<file path="src/rtl/tooth_qualifier.sv">
`default_nettype none
// ============================================================================
// Module      : tooth_qualifier
// Description : Crank VR tooth qualifier. Selected-edge detect, minimum-gap
//               and adaptive blanking noise rejection, tooth period
//               measurement and stall detection.
// Revision    : 1.0 - initial release
// ============================================================================
module tooth_qualifier #(
    parameter int PERIOD_W      = 32,
    parameter int MIN_GAP       = 20,
    parameter int STALL_TIMEOUT = 2_000_000
) (
    input  logic                clk,
    input  logic                reset,
    input  logic                vr_in,
    input  logic                cfg_edge_sel,
    input  logic [1:0]          cfg_blank_sel,
    output logic                tooth_strobe,
    output logic [PERIOD_W-1:0] tooth_period,
    output logic                period_valid,
    output logic                stalled,
    output logic [15:0]         noise_cnt
);

    localparam logic [1:0] c_st_idle  = 2'd0;
    localparam logic [1:0] c_st_first = 2'd1;
    localparam logic [1:0] c_st_run   = 2'd2;

    localparam logic [PERIOD_W-1:0] c_min_gap = PERIOD_W'(MIN_GAP);
    localparam logic [PERIOD_W-1:0] c_timeout = PERIOD_W'(STALL_TIMEOUT);
    localparam logic [PERIOD_W-1:0] c_one     = PERIOD_W'(1);
    localparam logic [PERIOD_W-1:0] c_cnt_max = {PERIOD_W{1'b1}};

    // A gap below 2 would allow accepted edges on consecutive cycles.
    generate
        if (MIN_GAP < 2) begin : g_min_gap_check
            $error("tooth_qualifier: MIN_GAP must be at least 2");
        end
    endgenerate

    logic [1:0]          r_state;
    logic                r_vr_d;
    logic [PERIOD_W-1:0] r_cnt;
    logic                r_strobe;
    logic [PERIOD_W-1:0] r_period;
    logic                r_valid;
    logic                r_stalled;
    logic [15:0]         r_noise;

    logic                w_edge;
    logic [PERIOD_W-1:0] w_blank;
    logic [PERIOD_W-1:0] w_thresh;
    logic                w_accept;
    logic                w_reject;
    logic                w_timeout;
    logic [1:0]          w_state_nxt;
    logic                w_strobe_nxt;
    logic [PERIOD_W-1:0] w_period_nxt;
    logic                w_valid_nxt;
    logic                w_stalled_nxt;

    assign w_edge = cfg_edge_sel ? (r_vr_d & ~vr_in) : (~r_vr_d & vr_in);

    always_comb begin
        w_blank = '0;
        case (cfg_blank_sel)
            2'd1:    w_blank = r_period >> 3;
            2'd2:    w_blank = r_period >> 2;
            2'd3:    w_blank = r_period >> 1;
            default: w_blank = '0;
        endcase
    end

    // Blanking only applies once a real period exists; never below the fixed gap.
    assign w_thresh  = ((r_state == c_st_run) && (w_blank > c_min_gap)) ? w_blank : c_min_gap;
    assign w_accept  = w_edge && ((r_state == c_st_idle) || (r_cnt >= w_thresh));
    assign w_reject  = w_edge && !w_accept;
    assign w_timeout = (r_state != c_st_idle) && (r_cnt == c_timeout) && !w_accept;

    always_comb begin
        w_state_nxt   = r_state;
        w_strobe_nxt  = 1'b0;
        w_period_nxt  = r_period;
        w_valid_nxt   = r_valid;
        w_stalled_nxt = r_stalled;
        case (r_state)
            c_st_idle: begin
                if (w_accept) begin
                    w_state_nxt  = c_st_first;
                    w_strobe_nxt = 1'b1;
                end
            end
            c_st_first, c_st_run: begin
                if (w_accept) begin
                    w_state_nxt   = c_st_run;
                    w_strobe_nxt  = 1'b1;
                    w_period_nxt  = r_cnt;
                    w_valid_nxt   = 1'b1;
                    w_stalled_nxt = 1'b0;
                end else if (w_timeout) begin
                    w_state_nxt   = c_st_idle;
                    w_period_nxt  = '0;
                    w_valid_nxt   = 1'b0;
                    w_stalled_nxt = 1'b1;
                end
            end
            default: begin
                w_state_nxt   = c_st_idle;
                w_period_nxt  = '0;
                w_valid_nxt   = 1'b0;
                w_stalled_nxt = 1'b1;
            end
        endcase
    end

    always_ff @(posedge clk) begin
        if (reset) begin
            r_state   <= c_st_idle;
            r_vr_d    <= vr_in;
            r_cnt     <= '0;
            r_strobe  <= 1'b0;
            r_period  <= '0;
            r_valid   <= 1'b0;
            r_stalled <= 1'b1;
            r_noise   <= '0;
        end else begin
            r_state   <= w_state_nxt;
            r_vr_d    <= vr_in;
            r_strobe  <= w_strobe_nxt;
            r_period  <= w_period_nxt;
            r_valid   <= w_valid_nxt;
            r_stalled <= w_stalled_nxt;
            if (w_accept) begin
                r_cnt <= c_one;
            end else if (r_cnt != c_cnt_max) begin
                r_cnt <= r_cnt + c_one;
            end
            if (w_reject && (r_noise != 16'hFFFF)) begin
                r_noise <= r_noise + 16'd1;
            end
        end
    end

    assign tooth_strobe = r_strobe;
    assign tooth_period = r_period;
    assign period_valid = r_valid;
    assign stalled      = r_stalled;
    assign noise_cnt    = r_noise;

endmodule
`default_nettype wire
</file>
<file path="config.mk">
export PLATFORM = sky130hd
export DESIGN_NAME = tooth_qualifier
export DESIGN_NICKNAME = d
export VERILOG_FILES = /design/src/rtl/tooth_qualifier.sv
export SDC_FILE = /design/constraint.sdc
export NUM_CORES = 1
export LEC_CHECK = 0
export ABC_CLOCK_PERIOD_IN_PS = 5900
export BUFFER_PORTS_ARGS = -buffer_cell sky130_fd_sc_hd__buf_2
export CORE_MARGIN = 2
export CORE_UTILIZATION = 25
export CTS_BUF_LIST = sky130_fd_sc_hd__clkbuf_4 sky130_fd_sc_hd__clkbuf_8
export CTS_CLUSTER_DIAMETER = 200
export DETAILED_ROUTE_END_ITERATION = 10
export GPL_TIMING_DRIVEN = 0
export HOLD_SLACK_MARGIN = 0.05
export SYNTH_ARGS = -nofsm -noshare
export SYNTH_HDL_FRONTEND = slang
export SYNTH_SLANG_ARGS = --single-unit
export TNS_END_PERCENT = 30
</file>
<file path="constraint.sdc">
create_clock -name clk -period 5.9 [get_ports clk]
set_input_delay 0.295 -clock clk [delete_from_list [all_inputs] [get_ports clk]]
set_output_delay 0.295 -clock clk [all_outputs]
set_load 0.05 [all_outputs]
</file>
Word-level counts from Yosys, hierarchy flattened
Index checks and enable logic that the tools add are counted.
- memories kept: 0
- bits in read-only memories: 0
- output and inout port bits: 51
- memory bits (writable): 0
- latch bits: 0
- bits in registers: 86
- input bits: 6
- word-level logic and storage cells: 65
- $lt $le $gt $ge: 2
- div/mod/pow operators: 0
- shift-type cells: 0
- mux-type cells: 19
- reduce and logical (&&, ||, !) cells: 17
- $mul: 0
- bitwise gates (word level): 6
- add/sub/neg operators: 2
- eq/ne operators: 10
- operators by type and width (kind ; count):
    $pmux 31 s3 ; 1
    $mux 32 ; 2
    $pmux 32 s2 ; 1
    $add 32x1->32 const B ; 1
    $eq 32x21->1 const B ; 1
    $ge 32x31->1 ; 1
    $ne 32x32->1 const B ; 1
    $gt 31x5->1 const B ; 1
    $mux 31 ; 1
    $add 16x1->16 const B ; 1
    $ne 16x16->1 const B ; 1
    $mux 1 ; 8
    $eq 2x2->1 const B ; 3
    $logic_and 1x1->1 ; 6
    $mux 2 ; 3
    $reduce_or 2->1 ; 3
    $eq 2x1->1 const B ; 2
    $not 1->1 ; 4
    $pmux 1 s2 ; 2
    $pmux 2 s2 ; 1
    $reduce_and 2->1 ; 2
    $reduce_bool 2->1 ; 2
    $ne 3x3->1 const B ; 1
    $reduce_or 3->1 ; 1
    5 further kinds ; 6

Depth between registers and ports, before layout
Gate-level depths: netlist (run 1).
- depth after elaboration: 13
- gate-level depth with buffers: 19
- mapped depth without buffers: 13

Least setup slack after synthesis (run 1)
OpenSTA, ideal clock, no wires.
- path kind: register to register
- start: reg r_period[24], in the netlist tooth_period[24]
- end: reg r_noise[15], in the netlist noise_cnt[15]
- setup time: 123 ps
- stages on the path, launching flop included: 17
- data required time: 5777 ps
- period minus slack after synthesis: 3962 ps
- path buffers: 3
- setup slack: 1938 ps
- arrival: 3838 ps
- cell sequence: dfxtp_1 -> inv_1 -> o221ai_1 -> o21a_1 -> o22ai_1 -> a41oi_1 -> buf_2 -> buf_2 -> nand2_1 -> ha_1 -> a21oi_1 -> o21ai_0 -> a221oi_4 -> nand4_2 -> buf_6 -> nor4_1 -> mux2_1
- longest elaborated chain between the ends: 10
- ends and longest elaborated chain (what ; line ; text):
    start, declared ; 46 ; logic [PERIOD_W-1:0] r_period;
    start signal, assigned ; 131 ; r_period <= w_period_nxt;
    $pmux 31 s3 (*) ; 67 ; case (cfg_blank_sel)
    $gt 31x5->1 ; 76 ; assign w_thresh = ((r_state == c_st_run) && (w_blank > c_min_gap)) ? w_blank : c_min_gap;
    $logic_and 1x1->1 ; 76 ;
    $mux 31 (*) ; 76 ;
    $ge 32x31->1 (*) ; 77 ; assign w_accept = w_edge && ((r_state == c_st_idle) || (r_cnt >= w_thresh));
    $logic_or 1x1->1 (*) ; 77 ;
    $logic_and 1x1->1 (*) ; 77 ;
    $logic_not 1->1 (*) ; 78 ; assign w_reject = w_edge && !w_accept;
    $logic_and 1x1->1 (*) ; 78 ;
    $logic_and 1x1->1 (*) ; 139 ; if (w_reject && (r_noise != 16'hFFFF)) begin
    end signal, assigned ; 140 ; r_noise <= r_noise + 16'd1;
    end, declared ; 49 ; logic [15:0] r_noise;
Every way passes the cells marked *; elsewhere a longest branch is shown, timed or not.
A chain may end at the register's enable or synchronous reset.

Worst setup path after layout (run 1)
Same ends and word-level chain as after synthesis.

==> results of run 1 <==
logic make-up (layout without fill, tap and decap cells):
logic type                 count (synthesis)  count (layout)
and+or+nand+nor                          330             330
AOI/OAI and AO/OA                        115             115
DFF                                       86              86
muxes                                     67              67
buffers and inverters                     62             134
adders and majority gates                 38              38
xor gates and xnor gates                  29              29
synthesized netlist by cell type, types with 6 or more instances:
cell type / count
nand2_1: 127
dfxtp_1: 86
nor2_1: 45
mux2i_1: 44
ha_1: 38
a21oi_1: 33
nand3_1: 23
clkbuf_1: 22
nor3_1: 22
nand4_1: 21
inv_1: 18
xor2_1: 16
o21ai_0: 15
buf_2: 14
o211ai_1: 13
xnor2_1: 13
mux2_1: 12
and3_1: 11
mux2_2: 11
nand2b_1: 11
nor4_1: 11
nor2b_1: 10
a22o_1: 9
a22oi_1: 8
or4_1: 8
and4_1: 7
o31ai_1: 6
final timing paths:
kind / from / endpoint / slack, ns / depth (start not counted)
setup reg to reg: tooth_period[24]$_SDFFE_PP0P_ / noise_cnt[15]$_SDFFE_PP0P_ / 1.38 / 14
hold reg to reg: tooth_period[0]$_SDFFE_PP0P_ / tooth_period[0]$_SDFFE_PP0P_ / 0.46 / 2
setup / recovery: tooth_period[24]$_SDFFE_PP0P_ / noise_cnt[15]$_SDFFE_PP0P_ / 1.38 / 14
hold / removal: reset / noise_cnt[9]$_SDFFE_PP0P_ / 0.40 / 3
layer usage:
metal  part of all wire [%]  GRT usage, %
met5                      0             0
met2                     46          24.3
met4                    3.1          6.65
met1                     46          19.5
met3                    4.4          1.80
stage by stage:
| step | utilization, % | setup WS, ns | hold WS [ns] | instances |
|---|---|---|---|---|
| after CTS | 29.3 | 1.36 | 0.378 | 1118 |
| final | 29.3 | 1.38 | 0.399 | 1118 |
| after global placement | 28.3 | 1.14 | 0.446 | 1101 |
| after global routing | 29.3 | 0.997 | 0.420 | 1118 |
| after floorplan | - | 1.94 | 0.323 | 727 |
| after detailed placement | 28.3 | 1.16 | 0.455 | 1101 |
critical path, stage by stage (launching register included):
cell and delay, ns:
dfxtp_1 0.50, inv_1 0.09, o221ai_1 0.31, o21a_1 0.15, o22ai_1 0.08, a41oi_1 0.34, clkbuf_1 0.47, nand3_1 0.18
ha_1 0.32, a2111oi_0 0.43, nand4b_1 0.29, a31oi_2 0.22, buf_2 0.25, nor4_1 0.43, mux2_1 0.36
power by group through the flow:
stage	logic, mW	registers (mW)	clock network [mW]
after floorplan	0.176	0.617	0
after global placement	0.247	0.613	0
after detailed placement	0.249	0.613	0
after CTS	0.251	0.600	0.464
after global routing	0.274	0.601	0.489
final	0.252	0.600	0.451
flip-flops by register name, indices dropped and copies added, names as in the netlist:
signal / count
r_cnt: 32
tooth_period: 32
noise_cnt: 16
r_state: 2
period_valid: 1
r_vr_d: 1
stalled: 1
tooth_strobe: 1
final cells by class:
type | count | share of cell area [%]
timing repair buffer | 56 | 4.17
tap | 319 | 5.83
clock buffer | 10 | 2.01
sequential | 86 | 25.1
multi-input combinational | 579 | 57.1
clock inverter | 6 | 0.986
buffer | 44 | 3.76
inverter | 18 | 0.986
==> results.tsv, run 1 <==
metric	value	unit
final period demand of the worst path	4.52	ns
Cell Rows	56	
Crit path arrival time	4.80	ns
internal cell power	880	uW
sequential share of the synthesized area	28.9	%
CP max FO	10	
layout cells sized above 1	14.8	%
TritonRoute pass-1 iters	7	
Post-Synth XOR/XNOR Area	4.26	%
status	finished, final reports clean	
post-route cell area	0.00685	sq mm
DRC viols	0	
combinational share of power	19.3	%
Yosys warning count	0	
Simple-Gate Fraction of Synth Area	28.4	%
Sum Neg Setup Slack	0	ns
Yosys reg bits	86	
setup bufs post-CTS	0	
1st-iter DRT viols	437	
CTS clk-pin slew, worst paths	0.11	ns
Final HPWL DP	13.9	mm
routed wire length per instance	16.5	um
leak pwr	2.54	nW
hold bufs inserted after CTS	1	
ant diodes	0	
Area Growth Syn to Fin	14.9	%
Sw Ratio	32.4	%
die width	158	um
syn nets	771	
Final Hold Fails	0	
antenna violations before repair	0	
Worst Path Class, Setup	flip-flop to flip-flop	
Post-synth EDFFs	0	
Post-CTS Resized	0	
Syn Inst Count	727	
Synth Area in Adders	7.98	%
worst min-delay path class	primary input to flip-flop	
Main synth FF type	dfxtp_1	
ys async rst share	0	%
filler cell count	2583	
clock power share	34.6	%
Longest Clk Path Bufs	2	
total track usage	14.8	%
Num CTS Buffers	9	
synthesized area per cell	8.20	sq um
Post-Route WL	18.5	mm
Area contributors post-synth	dfxtp_1 (29%), nand2_1 (8.0%), ha_1 (8.0%)	
CORE AREA	0.0234	sq mm
Clk Latency, worst-skew pair	0.39	ns
Synth area leader	dfxtp_1	
die area	0.0251	sq mm
Max Cap Viol	0	
max_slew headroom	30.8	%
top cell type's share of synthesized area	28.9	%
vias per inst	5.02	
CTS tree	yes	
PD cells	190	mW/mm^2
Mapped Area	0.00596	sq mm
Synth Area in Compound Gates	13.3	%
final period utilization	76.5	%
main combinational cell family by area after synthesis	simple AND/OR/NAND/NOR gates	
number of global-route vias before repair	5293	
area of the multi-input gates	0.00391	sq mm
Vias	5612	
htree depth	3	
type of origin of the critical path	flip-flop	
nets@finish	838	
Final Power	1.30	mW
io pins	57	
most common cell after layout, fill and taps aside	nand2_1	
Pins Over Slew Limit	0	
Critical Path RT	6.19	ns
proportion of synthesized area in mux cells	11.7	%
library cells used by synthesis	67	
CTS Root Cell	clkbuf_8	
die height	158	um
P_sw	422	uW
grt ovf	0	
CTS sink cnt	86	
largest net degree at the start of global routing	16	
global-route wire length before repair	29.0	mm
most frequent cells in the layout	nand2_1 (127), dfxtp_1 (86), buf_2 (69)	
Worst-Margin Slew	1.04	ns
initial core utilization	25.5	%
Max Clock Freq	221	MHz
IO Port Bufs	55	
Setup violations, final	0	
RSZ-0062 raised after global routing	false	
Worst Clk Skew	0.0209	ns
DRT antenna net count	0	
GPL Wtd Cong	0.854	
Register Area	0.00172	sq mm
DP Area	0.00663	sq mm
CP Capture Type	flip-flop	
sequential group share of total power	46.1	%
Peak VDD IR	111	uV
No activity file was read; power rests on OpenSTA's default activity.
==> run 2: changes to the inputs <==
--- a/config.mk
+++ b/config.mk
@@ -5,7 +5,7 @@
 export SDC_FILE = /design/constraint.sdc
 export NUM_CORES = 1
 export LEC_CHECK = 0
-export ABC_CLOCK_PERIOD_IN_PS = 5900
+export ABC_CLOCK_PERIOD_IN_PS = 3720
 export BUFFER_PORTS_ARGS = -buffer_cell sky130_fd_sc_hd__buf_2
 export CORE_MARGIN = 2
 export CORE_UTILIZATION = 25
==> constraint.sdc (replaced) <==
create_clock -name clk -period 3.72 [get_ports clk]
set_input_delay 0.186 -clock clk [delete_from_list [all_inputs] [get_ports clk]]
set_output_delay 0.186 -clock clk [all_outputs]
set_load 0.05 [all_outputs]
==> run 2 against run 1 <==
- the run now ends with negative setup slack left
- via count rose by 5.5%
- sequential power increased by 57%
- global-route usage rose by 0.75 points
- worst hold slack got worse by 0.079 ns
- critical endpoint is now tooth_period[4]$_SDFFE_PP0P_
==> results.tsv, run 2 (synthesis gave the netlist of run 1 again) <==
metric	value	unit	change
status	complete, but fails checks		was finished, final reports clean
failing checks	negative setup slack		
TritonRoute pass-1 iters	5		was 7
largest net degree at the start of global routing	16		unchanged
1st-iter DRT viols	354		was 437
Peak VDD IR	191	uV	was 111 uV
nets@finish	878		was 838
CP max FO	10		unchanged
vias per inst	5.11		was 5.02
CTS Root Cell	clkbuf_8		unchanged
Final HPWL DP	13.8	mm	was 13.9 mm
grt ovf	0		unchanged
routed wire length per instance	17.0	um	was 16.5 um
Layout Cells excl Fill	1158		was 1118
most frequent cells in the layout	nand2_1 (124), buf_2 (67), dfxtp_1 (57)		was nand2_1 (127), dfxtp_1 (86), buf_2 (69)
Final Hold Fails	0		unchanged
total track usage	15.5	%	was 14.8%
Cell Rows	56		unchanged
Vias	5920		was 5612
max_slew headroom	38.1	%	was 30.8%
IO Port Bufs	55		unchanged
Num CTS Buffers	9		unchanged
number of global-route vias before repair	5541		was 5293
Max Cap Viol	0		unchanged
Critical Path RT	4.02	ns	was 6.19 ns
CP Buf/Inv Count	7		was 3
Max Clock Freq	260	MHz	was 221 MHz
CORE AREA	0.0234	sq mm	unchanged
layout cells sized above 1	29.7	%	was 14.8%
die width	158	um	unchanged
final period utilization	104	%	was 76.5%
Area Growth Syn to Fin	30.4	%	was 14.9%
Clk Latency, worst-skew pair	0.38	ns	was 0.39 ns
RSZ-0062 raised after global routing	true		was false
DRC viols	0		unchanged
max incr delay on CP	0.38	ns	was 0.50 ns
Placed Cells	1101		unchanged
worst setup margin	-0.130	ns	was 1.38 ns
worst min-delay path class	primary input to flip-flop		unchanged
antenna violations before repair	0		unchanged
most common cell after layout, fill and taps aside	nand2_1		unchanged
die height	158	um	unchanged
DRT antenna net count	0		unchanged
htree depth	3		unchanged
CTS tree	yes		unchanged
io pins	57		unchanged
Worst path top cell family by delay	buffers and inverters		was compound AO/OA/AOI/OAI gates
Sum Neg Setup Slack	-3.43	ns	was 0 ns
Longest Clk Path Bufs	2		unchanged
CTS clk-pin slew, worst paths	0.11	ns	about the same
final period demand of the worst path	3.85	ns	was 4.52 ns
CP Capture Type	flip-flop		unchanged
GPL Wtd Cong	0.892		was 0.854
ant diodes	0		unchanged
Post-Route WL	19.7	mm	was 18.5 mm
type of origin of the critical path	flip-flop		unchanged
Worst Clk Skew	0.0228	ns	was 0.0209 ns
Worst Path Class, Setup	flip-flop to flip-flop		unchanged
die area	0.0251	sq mm	unchanged
initial core utilization	25.5	%	unchanged
crit path max-delay cell type	dfxtp_4		was dfxtp_1
leak pwr	2.90	nW	was 2.54 nW
Crit path arrival time	4.15	ns	was 4.80 ns
Pins Over Slew Limit	0		unchanged
Setup violations, final	76		was 0
CTS sink cnt	86		unchanged
Worst-Margin Slew	0.929	ns	was 1.04 ns
CP Cell Sequence	nor4_4 -> nand4b_1 -> a21o_1 -> a22oi_2 -> a41oi_2 -> buf_6 -> clkbuf_4 -> nand2_1 -> ha_4 -> nand2_2 -> nor4_4 -> buf_4 -> a221oi_4 -> buf_4 -> and2_4 -> a211oi_2 -> buf_6 -> buf_12 -> buf_12 -> mux2i_1		was inv_1 -> o221ai_1 -> o21a_1 -> o22ai_1 -> a41oi_1 -> clkbuf_1 -> nand3_1 -> ha_1 -> a2111oi_0 -> nand4b_1 -> a31oi_2 -> buf_2 -> nor4_1 -> mux2_1
PD cells	289	mW/mm^2	was 190 mW/mm^2
global-route wire length before repair	30.6	mm	was 29.0 mm
hold_ws	0.320	ns	was 0.399 ns
[run 2: metrics by stage]
step / instance area, sq um / worst slack, ns / total power [mW] / util [%]
after floorplan: 6000 / 0.000122 / 1.26 / -
after CTS: 7540 / -0.157 / 2.23 / 32.2
final: 7770 / -0.130 / 2.25 / 33.2
after global routing: 7770 / -0.318 / 2.32 / 33.2
after detailed placement: 6670 / -0.835 / 1.36 / 28.5
after global placement: 6670 / -0.850 / 1.36 / 28.5
[run 2: path summary, 6_finish.rpt]
check | startpoint | end | slack [ns] | depth (start not counted)
max | tooth_period[29]$_SDFFE_PP0P_ | tooth_period[4]$_SDFFE_PP0P_ | -0.13 | 20
min | reset | noise_cnt[13]$_SDFFE_PP0P_ | 0.32 | 3
max reg2reg | tooth_period[29]$_SDFFE_PP0P_ | tooth_period[4]$_SDFFE_PP0P_ | -0.13 | 20
min reg2reg | tooth_period[0]$_SDFFE_PP0P_ | tooth_period[0]$_SDFFE_PP0P_ | 0.46 | 2
[run 2: cell type report]
cell class | instances | area, sq um
sequential | 86 | 1800
tap | 319 | 399
clock buffer | 10 | 131
multi-input combinational | 579 | 4300
fill | 2453 | 15600
timing repair buffer | 97 | 674
inverter | 18 | 67.6
buffer | 43 | 308
clock inverter | 6 | 91.3
[run 2: metal layers]
metal  routed length, um  up-vias  track usage (%)
met1                8820     2846             20.8
met2                9520      192             26.0
met4                 444        0             4.89
li1                    -     2850                -
met3                 914       32             1.91
met5                   0        -                0
[run 2: repair_timing]
item,in CTS,in global routing
pin swaps,29,11
hold buffers,1,0
setup endpoints to repair,83,85
setup buffers,27,8
resized for setup,76,54
gates cloned,5,2
hold endpoints to repair,1,0
[run 2: power breakdown]
part / total, mW / internal [mW] / switching [mW]
clock: 0.782 / 0.392 / 0.390
sequential: 0.941 / 0.922 / 0.0193
combinational: 0.523 / 0.219 / 0.303
total: 2.25 / 1.53 / 0.713
[run 2: worst min-delay path, delay by kind of cell]
kind	cells	cell delay, ns
buf+inv	1	0.21
mux	1	0.12
simple gates	1	0.16
